--- config.mk ---
export PLATFORM = sky130hd
export DESIGN_NAME = cpu_dout_dispatch
export DESIGN_NICKNAME = d
export VERILOG_FILES = /design/src/rtl/cpu_dout_pkg.sv /design/src/rtl/usb_tx_fifo.sv /design/src/rtl/cpu_dout_dispatch.sv
export SDC_FILE = /design/constraint.sdc
export NUM_CORES = 1
export LEC_CHECK = 0
export ABC_CLOCK_PERIOD_IN_PS = 1700
export CAP_MARGIN = 30
export CORE_ASPECT_RATIO = 0.9
export CORE_UTILIZATION = 40
export CTS_BUF_LIST = sky130_fd_sc_hd__clkbuf_8
export DETAILED_ROUTE_END_ITERATION = 10
export PLACE_DENSITY = 0.66
export SLEW_MARGIN = 40
export SYNTH_ARGS = -nofsm -noshare
export SYNTH_HDL_FRONTEND = slang
export SYNTH_HIERARCHICAL = 1
export SYNTH_SLANG_ARGS = --single-unit
--- constraint.sdc ---
create_clock -name pll0_250MHz -period 1.7 [get_ports pll0_250MHz]
set_input_delay 0.255 -clock pll0_250MHz [delete_from_list [all_inputs] [get_ports pll0_250MHz]]
set_output_delay 0.255 -clock pll0_250MHz [all_outputs]
set_load 0.03 [all_outputs]
--- src/rtl/cpu_dout_pkg.sv ---
// Shared types and constants for the Z80 write-side dispatcher: S100 strobe
// states, latch reset values and the write-select priority decode.
package cpu_dout_pkg;

   typedef enum logic [1:0] {IDLE, STROBE, HOLD} s100State_t;

   typedef enum logic [2:0] {SEL_NONE, SEL_LED, SEL_IOBYTE, SEL_USB, SEL_S100} wrSel_t;

   localparam logic [7:0] LED_RST    = 8'h00;
   localparam logic [7:0] IOBYTE_RST = 8'hFF;

   // LED > IOBYTE > USB > S100; at most one destination per write.
   function automatic wrSel_t selDecode(input logic ledCs, input logic iobyteCs,
                                        input logic usbCs, input logic portCs);
      if (ledCs)         return SEL_LED;
      else if (iobyteCs) return SEL_IOBYTE;
      else if (usbCs)    return SEL_USB;
      else if (portCs)   return SEL_S100;
      else               return SEL_NONE;
   endfunction

endpackage

--- src/rtl/usb_tx_fifo.sv ---
// Byte FIFO feeding the USB UART. DEPTH of 1 degenerates to a holding register.
// A push into a full FIFO is accepted when a pop happens in the same cycle.
module usb_tx_fifo #(
   parameter int DEPTH = 4
) (
   input  logic       clk,
   input  logic       n_reset,
   input  logic       push,
   input  logic [7:0] pushData,
   input  logic       pop,
   output logic [7:0] headData,
   output logic       full,
   output logic       empty
);

   localparam int AW = (DEPTH > 1) ? $clog2(DEPTH) : 1;
   localparam int CW = $clog2(DEPTH + 1);

   logic [7:0]    mem [2**AW];
   logic [AW-1:0] wrPtr, rdPtr;
   logic [CW-1:0] count;
   logic          doPush, doPop;

   function automatic logic [AW-1:0] nextPtr(input logic [AW-1:0] p);
      return (p == AW'(DEPTH - 1)) ? '0 : p + AW'(1);
   endfunction

   assign full     = (count == CW'(DEPTH));
   assign empty    = (count == '0);
   assign doPop    = pop && !empty;
   assign doPush   = push && (!full || doPop);
   assign headData = mem[rdPtr];

   always_ff @(posedge clk or negedge n_reset) begin
      if (!n_reset) begin
         wrPtr <= '0;
         rdPtr <= '0;
         count <= '0;
      end else begin
         if (doPush) wrPtr <= nextPtr(wrPtr);
         if (doPop)  rdPtr <= nextPtr(rdPtr);
         if (doPush && !doPop)      count <= count + CW'(1);
         else if (doPop && !doPush) count <= count - CW'(1);
      end
   end

   always_ff @(posedge clk) begin
      if (doPush) mem[wrPtr] <= pushData;
   end

endmodule

--- src/rtl/cpu_dout_dispatch.sv ---
// Routes Z80 DATA OUT writes to the LED/IOBYTE latches, the USB TX queue or the S100 bus.
// Define USB_TX_FIFO_EN for a USB_FIFO_DEPTH queue; otherwise a single holding register.
module cpu_dout_dispatch
   import cpu_dout_pkg::*;
#(
   parameter int SYNC_STAGES    = 2,
   parameter int S100_WR_CYCLES = 25,
   parameter int USB_FIFO_DEPTH = 4
) (
   input  logic       pll0_250MHz,
   input  logic       n_reset,
   input  logic [7:0] cpuDataOut,
   input  logic       z80Write,
   input  logic       outLED_cs,
   input  logic       iobyteOut_cs,
   input  logic       usbTxD_cs,
   input  logic       outPortcon_cs,
   input  logic       usbTxReady,
   output logic [7:0] ledOut,
   output logic [7:0] iobyteOut,
   output logic [7:0] usbTxData,
   output logic       usbTxValid,
   output logic [7:0] s100DataOut,
   output logic       s100Wr,
   output logic       z80Wait
);

`ifdef USB_TX_FIFO_EN
   localparam int QDEPTH = USB_FIFO_DEPTH;
`else
   localparam int QDEPTH = 1;
`endif
   localparam int SCW = $clog2(S100_WR_CYCLES + 1);

   if (SYNC_STAGES < 2 || USB_FIFO_DEPTH < 2 ||
       (USB_FIFO_DEPTH & (USB_FIFO_DEPTH - 1)) != 0) begin : gBadParam
      $error("cpu_dout_dispatch: illegal SYNC_STAGES or USB_FIFO_DEPTH");
   end

   // Write strobe synchronizer and rising-edge detect
   logic [SYNC_STAGES-1:0] syncPipe;
   logic                   wrSync, wrSyncDly, wev;
   wrSel_t                 sel;

   assign wrSync = syncPipe[SYNC_STAGES-1];
   assign wev    = wrSync && !wrSyncDly;
   assign sel    = wev ? selDecode(outLED_cs, iobyteOut_cs, usbTxD_cs, outPortcon_cs) : SEL_NONE;

   always_ff @(posedge pll0_250MHz or negedge n_reset) begin
      if (!n_reset) begin
         syncPipe  <= '0;
         wrSyncDly <= 1'b0;
      end else begin
         syncPipe  <= {syncPipe[SYNC_STAGES-2:0], z80Write};
         wrSyncDly <= wrSync;
      end
   end

   always_ff @(posedge pll0_250MHz or negedge n_reset) begin
      if (!n_reset) begin
         ledOut    <= LED_RST;
         iobyteOut <= IOBYTE_RST;
      end else begin
         if (sel == SEL_LED)    ledOut    <= cpuDataOut;
         if (sel == SEL_IOBYTE) iobyteOut <= cpuDataOut;
      end
   end

   // USB path: a byte that finds the queue full parks in pendData and stalls the CPU.
   logic       fifoFull, fifoEmpty, fifoPop, fifoPush, canPush;
   logic [7:0] fifoHead, fifoPushData, pendData;
   logic       pendValid, pendSet, pendNext;

   assign usbTxValid = !fifoEmpty;
   assign usbTxData  = usbTxValid ? fifoHead : 8'h00;
   assign fifoPop    = usbTxValid && usbTxReady;
   assign canPush    = !fifoFull || fifoPop;

   always_comb begin
      fifoPush     = 1'b0;
      fifoPushData = cpuDataOut;
      pendSet      = 1'b0;
      if (pendValid) begin
         fifoPush     = canPush;
         fifoPushData = pendData;
      end else if (sel == SEL_USB) begin
         fifoPush = canPush;
         pendSet  = !canPush;
      end
   end

   assign pendNext = pendSet || (pendValid && !canPush);

   always_ff @(posedge pll0_250MHz or negedge n_reset) begin
      if (!n_reset) begin
         pendValid <= 1'b0;
         pendData  <= 8'h00;
         z80Wait   <= 1'b0;
      end else begin
         pendValid <= pendNext;
         if (pendSet) pendData <= cpuDataOut;
         // Also stall while a USB write is in flight against a full queue.
         z80Wait <= pendNext || (usbTxD_cs && wrSync && fifoFull && !pendValid);
      end
   end

   usb_tx_fifo #(.DEPTH(QDEPTH)) uTxFifo (
      .clk      (pll0_250MHz),
      .n_reset  (n_reset),
      .push     (fifoPush),
      .pushData (fifoPushData),
      .pop      (fifoPop),
      .headData (fifoHead),
      .full     (fifoFull),
      .empty    (fifoEmpty)
   );

   // S100 output: fixed-width strobe, then wait for the Z80 write to end.
   s100State_t     s100State;
   logic [SCW-1:0] strobeCnt;

   always_ff @(posedge pll0_250MHz or negedge n_reset) begin
      if (!n_reset) begin
         s100State   <= IDLE;
         s100Wr      <= 1'b0;
         s100DataOut <= 8'h00;
         strobeCnt   <= '0;
      end else begin
         case (s100State)
            IDLE: if (sel == SEL_S100) begin
               s100DataOut <= cpuDataOut;
               s100Wr      <= 1'b1;
               strobeCnt   <= '0;
               s100State   <= STROBE;
            end
            STROBE: if (strobeCnt == SCW'(S100_WR_CYCLES - 1)) begin
               s100Wr    <= 1'b0;
               s100State <= HOLD;
            end else begin
               strobeCnt <= strobeCnt + SCW'(1);
            end
            HOLD: if (!wrSync) s100State <= IDLE;
            default: s100State <= IDLE;
         endcase
      end
   end

endmodule

* Word level (Yosys, flattened, before mapping)
Memory sizes are Yosys's and may differ from the RTL's.
Index checks and enable logic that the tools add are counted.
** Storage, ports and cells
- Register bits after elaboration :: 48
- RAM bits :: 16
- Input port bits :: 16
- Output and inout port bits :: 35
- Logic and storage cells :: 85
- Memories :: 1
** Memory list
- uTxFifo.mem :: depth 2, bits a word 8, read ports 1, clocked after memory_dff 0, wr ports 1, line usb_tx_fifo.sv:19 : logic [7:0] mem [2**AW];
** Operators by class
- Add/subtract/negate cells :: 5
- Equal/unequal tests :: 11
- Mux-type cells :: 27
- Reduce and logical (&&, ||, !) cells :: 27
** Operators by type and width (number)
- $mux 8 :: 2
- $mux 3 :: 5
- $mux 1 :: 12
- $logic_and 1x1->1 :: 10
- $mux 5 :: 2
- $pmux 5 s2 :: 1
- $reduce_and 3->1 :: 3
- $ne 2x2->1 const B :: 4
- $eq 3x2->1 const B :: 2
- $logic_not 1->1 :: 6
- $mux 2 :: 3
- $pmux 2 s3 :: 1
- $add 5x1->5 const B :: 1
- $eq 5x5->1 const B :: 1
- $logic_or 1x1->1 :: 4
- $reduce_bool 2->1 :: 2
- $add 1x1->1 const B :: 3
- $eq 3x1->1 const B :: 1
- $eq 3x3->1 const B :: 1
- $eq 2x1->1 const B :: 1
- $eq 2x2->1 const B :: 1
- $logic_not 2->1 :: 1
- $pmux 1 s2 :: 1
- $reduce_and 2->1 :: 1
- $sub 1x1->1 const B :: 1

* Longest topological paths before layout
- Depth in word-level cells :: 13
- Mapped depth :: 6
- Depth with buffers taken out :: 6

* By module
Netlist, hierarchy kept.
** Modules (own cells, without submodules)
- cpu_dout_dispatch :: instances 1, cells an instance 141, area an instance 1943.1 µm², sequential area each 1136.1 µm²
- usb_tx_fifo :: instances 1, cells an instance 13, area an instance 287.8 µm², sequential area each 265.3 µm²

* Least setup slack after synthesis
Ideal clock, no wire load.
- Path type :: register to register
- Start :: reg uTxFifo.count, in the netlist uTxFifo/full
- End :: reg pendData[0]
- Library setup time :: 0.125 ns
- Arrival :: 1.485 ns
- Required time :: 1.575 ns
- Path slack :: 0.091 ns
- Stages on the path, launching flop included :: 6
- Path buffers :: 0
- Period minus slack after synthesis :: 1.609 ns
- Path through :: dfrtp_1 -> inv_1 -> nand2b_1 -> nand2_1 -> nor3_4 -> mux2_2
** On the way
- Word-level cells in the longest chain between the ends :: 5
- Elaborated cells between the ends (all ways) :: 6
- Those cells by class :: mux: 2; reduce/logical: 4
** RTL lines
- start, declared :: line usb_tx_fifo.sv:21 : logic [CW-1:0] count;
- start signal, assigned :: line usb_tx_fifo.sv:42 : if (doPush && !doPop) count <= count + CW'(1);
- start signal, assigned :: line usb_tx_fifo.sv:43 : else if (doPop && !doPush) count <= count - CW'(1);
- $logic_not 1->1 or $logic_and 1x1->1 (tied branches) :: line cpu_dout_dispatch.sv:77, cpu_dout_dispatch.sv:76
- $logic_or 1x1->1 (*) :: line cpu_dout_dispatch.sv:77 : assign canPush = !fifoFull || fifoPop;
- $logic_not 1->1 (*) :: line cpu_dout_dispatch.sv:88 : pendSet = !canPush;
- $mux 1 (*) :: line cpu_dout_dispatch.sv:86 : end else if (sel == SEL_USB) begin
- $mux 1 (*) :: line cpu_dout_dispatch.sv:83 : if (pendValid) begin
- end signal, assigned :: line cpu_dout_dispatch.sv:101 : if (pendSet) pendData <= cpuDataOut;
- end, declared :: line cpu_dout_dispatch.sv:71 : logic [7:0] fifoHead, fifoPushData, pendData;
Mark *: on every way between the ends. The rest lies on a longest branch, timed or not.
A chain may end at the register's enable or synchronous reset.

* Final worst setup path
- Start :: in iobyteOut_cs
- End :: reg pendData[4]
** On the way
- Word-level cells in the longest chain between the ends :: 6
** RTL lines
- start, declared :: line cpu_dout_dispatch.sv:15 : input logic iobyteOut_cs,
- $mux 3 :: line cpu_dout_pkg.sv:16 : else if (iobyteCs) return SEL_IOBYTE;
- $mux 3 :: line cpu_dout_pkg.sv:15 : if (ledCs) return SEL_LED;
- $mux 3 :: line cpu_dout_dispatch.sv:47 : assign sel = wev ? selDecode(outLED_cs, iobyteOut_cs, usbTxD_cs, outPortcon_cs) : SEL_NONE;
- $eq 3x2->1 :: line cpu_dout_dispatch.sv:86
- $mux 1 :: line cpu_dout_dispatch.sv:86
- $mux 1 :: line cpu_dout_dispatch.sv:83
Every way passes these cells.

==> results.py <==
metrics = {
    "floorplan": {
        "core-area_um2": 5320,
        "io_pins": 51,
        "die_area_um2": 5880,
        "die_h_um": 72.9,
        "std_cell_rows": 25,
        "start_util": 0.420,
        "fp.dieW_um": 80.7,
    },
    "clock_tree": {
        "path_clk_slew_ns": 0.09,
        "cts_buffer_depth": 2,
        "clock_sinks": 54,
        "cts_buffers": 5,
        "clock_latency_ns": 0.30,
        "h-tree-depth": 2,
        "cts_root_buffer": "clkbuf_8",
        "cts_tree": "done",
    },
    "finish": {
        "final_cell_count_no_fill": 294,
        "final_nets": 244,
        "num_antenna_cells": 0,
        "fin_util": 0.576,
        "drive_above_1_share": 0.348,
        "nFillCells": 433,
        "syn_to_final_growth_pct": 37.3,
        "stdcell_area_um2": 3060,
    },
    "global_routing": {
        "grt_max_degree": 25,
        "use_met2": 0.285,
        "antenna_found_initial": 0,
        "grt_pass1_vias": 1475,
        "grt_busiest_layer": "met2",
        "gr-usage-met3": 0.0313,
        "met1_usage": 0.230,
        "track_usage": 0.172,
        "grt_pass1_wl_um": 7420,
        "overflow": 0,
    },
    "synth": {
        "synth_area_um2": 2230,
        "avgSynthCellArea_um2": 14.5,
        "synthDistinctLibCells": 27,
        "seq_area_frac_synth": 0.628,
        "yosys_warnings": 6,
        "synth_area_leader_cell": "dfrtp_1",
        "synth-seq-cells": 54,
        "synth_top_cell_area_share": 0.426,
        "syn_inst": 154,
        "netlist_top_cells_area": "dfrtp_1 (43%), mux2_2 (20%), edfxtp_1 (11%)",
        "syn_nets": 172,
    },
    "power": {
        "power_uw": 3570,
        "irDropWorstVdd_v": 0.000675,
        "leakage_uw": 0.00137,
        "power.density_nw_per_um2": 1160,
    },
    "route": {
        "drt_first_pass_iters": 4,
        "drt-initial-drc-count": 54,
        "routed_wirelength_um": 4580,
        "via_per_inst": 4.83,
        "wl_per_cell_um": 15.6,
        "via_count": 1420,
        "drc_errors": 0,
        "antenna_left": 0,
    },
    "timing": {
        "slew_headroom": 0.638,
        "hold_viol": 0,
        "drv_slew": 0,
        "worstMarginPinSlew_ns": 0.543,
        "timing.hold.ws_ns": 0.366,
        "max_freq_mhz": 606,
        "final.period_utilization": 0.971,
        "fin_crit_ns": 1.65,
        "clock_skew_ns": 0.00439,
        "rsz0062_at_grt": "true",
        "setup_violations": 0,
    },
    "worst_setup_path": {
        "critPathTopFamily": "simple AND/OR/NAND/NOR gates",
        "worstPathArrival_ns": 1.84,
        "crit_type": "in -> reg",
        "critPathMaxStageDelay_ns": 0.46,
        "cp.required_ns": 1.89,
        "path_max_fanout": 8,
        "worst-path-buf-inv": 2,
        "end_kind": "register",
        "cpMaxStageDelayCell": "clkdlybuf4s50_1",
        "path_cells": "clkdlybuf4s50_1 -> nor4b_4 -> nand2_2 -> nor3_4 -> buf_12 -> mux2_2",
        "crit_path_start_kind": "primary input",
    },
    "run_status": {
        "outcome": "complete, no violations",
    },
    "run": {
        "maxCapViolations": 0,
    },
    "placed_design": {
        "io_buffers": 50,
        "globalplace.congestion": 0.750,
        "placedCellCount": 284,
        "dp_hpwl_um": 3510,
        "placed_cell_area_um2": 2950,
    },
    "hold_path": {
        "hold_class": "reg -> reg",
    },
}
logic make-up (layout without fill, tap and decap cells):
logic type      after synthesis  in the layout  synth area share
fa+ha+maj                     2              2            0.0112
simple gates                 40             40             0.118
flops                        54             54             0.628
xor+xnor                      2              2           0.00785
mux                          40             40             0.202
compound gates                8              8            0.0191
buf+inv                       8             81            0.0140
path summary, 6_finish.rpt:
path                                    from        endpoint  slack, ns  depth (start not counted)
worst max-delay path            iobyteOut_cs     pendData[4]       0.05                          6
worst min-delay path             syncPipe[0]     syncPipe[1]       0.37                          0
worst max register to register  uTxFifo/full     pendData[4]       0.08                          6
worst min register to register   syncPipe[0]     syncPipe[1]       0.37                          0
max in group asynchronous            n_reset    iobyteOut[1]       0.58                          3
min in group asynchronous            n_reset  s100DataOut[3]       0.47                          2
synthesized netlist by cell type:
library cell  instances
mux2_2               40
dfrtp_1              38
nand2_1              11
nor2b_1               9
dfstp_2               8
edfxtp_1              8
inv_1                 5
a21oi_1               4
nand2b_1              3
o21ai_0               3
and2_1                2
clkbuf_1              2
ha_1                  2
nand3_1               2
nand3b_1              2
nand4_1               2
nand4b_1              2
xor2_1                2
and4b_1               1
buf_2                 1
nand2_2               1
nor2_1                1
nor3_4                1
nor4b_1               1
nor4b_4               1
nor4bb_1              1
o31ai_1               1
final cells by class:
class / count / area, µm² / area share
repair buffers: 68 / 637 / 0.208
clock inverters: 3 / 41.3 / 0.0135
well taps: 67 / 83.8 / 0.0274
clock buffers: 5 / 68.8 / 0.0225
multi-input cells: 92 / 812 / 0.265
flip-flops and latches: 54 / 1400 / 0.458
inverters: 5 / 18.8 / 0.00613
power by group:
part	internal (µW)	switching (µW)	total, µW
registers	1540	113	1650
clock network	434	392	825
logic	463	625	1090
total	2440	1130	3570
cells in the final DEF, fill, tap and decap left out, drive strengths merged, types with 3 or more instances in the layout:
| master | synthesis | routed |
|---|---|---|
| nand2 | 12 | 12 |
| a21oi | 4 | 4 |
| clkbuf | 2 | 5 |
| dfstp | 8 | 8 |
| clkdlybuf4s50 | 0 | 32 |
| dfrtp | 38 | 38 |
| mux2 | 40 | 40 |
| nor2b | 9 | 9 |
| o21ai | 3 | 3 |
| buf | 1 | 18 |
| edfxtp | 8 | 8 |
| dlygate4sd2 | 0 | 17 |
| nand2b | 3 | 3 |
| inv | 5 | 6 |
metal layers:
layer | vias up | wire (µm) | share of wire
met1 | 697 | 2130 | 0.46
met5 | - | 0 | 0
met3 | 6 | 141 | 0.031
li1 | 686 | - | -
met4 | 0 | 67 | 0.015
met2 | 31 | 2250 | 0.49
metrics by stage:
stage               TNS (ns)  worst slack, ns
floorplan                  0           0.0907
global placement       -6.65           -0.261
detailed placement     -8.11           -0.324
CTS                        0           0.0121
global route        -0.00281         -0.00281
finish                     0           0.0499
sequential cells by signal, indices dropped and copies added (netlist names):
signal        flops
ledOut            8
syncPipe          2
s100State         2
s100Wr            1
uTxFifo/full      1
pendValid         1
wrSyncDly         1
z80Wait           1
strobeCnt         5
iobyteOut         8
s100DataOut       8
uTxFifo/mem       8
pendData          8
repair_timing:
action	CTS	global route
setup endpoints to repair	25	11
pin swaps	2	1
gates resized for setup	18	1
endpoints found under the hold margin	19	0
setup buffers	0	1
hold buffers	1	0
Power figures use the tool's default switching activity.
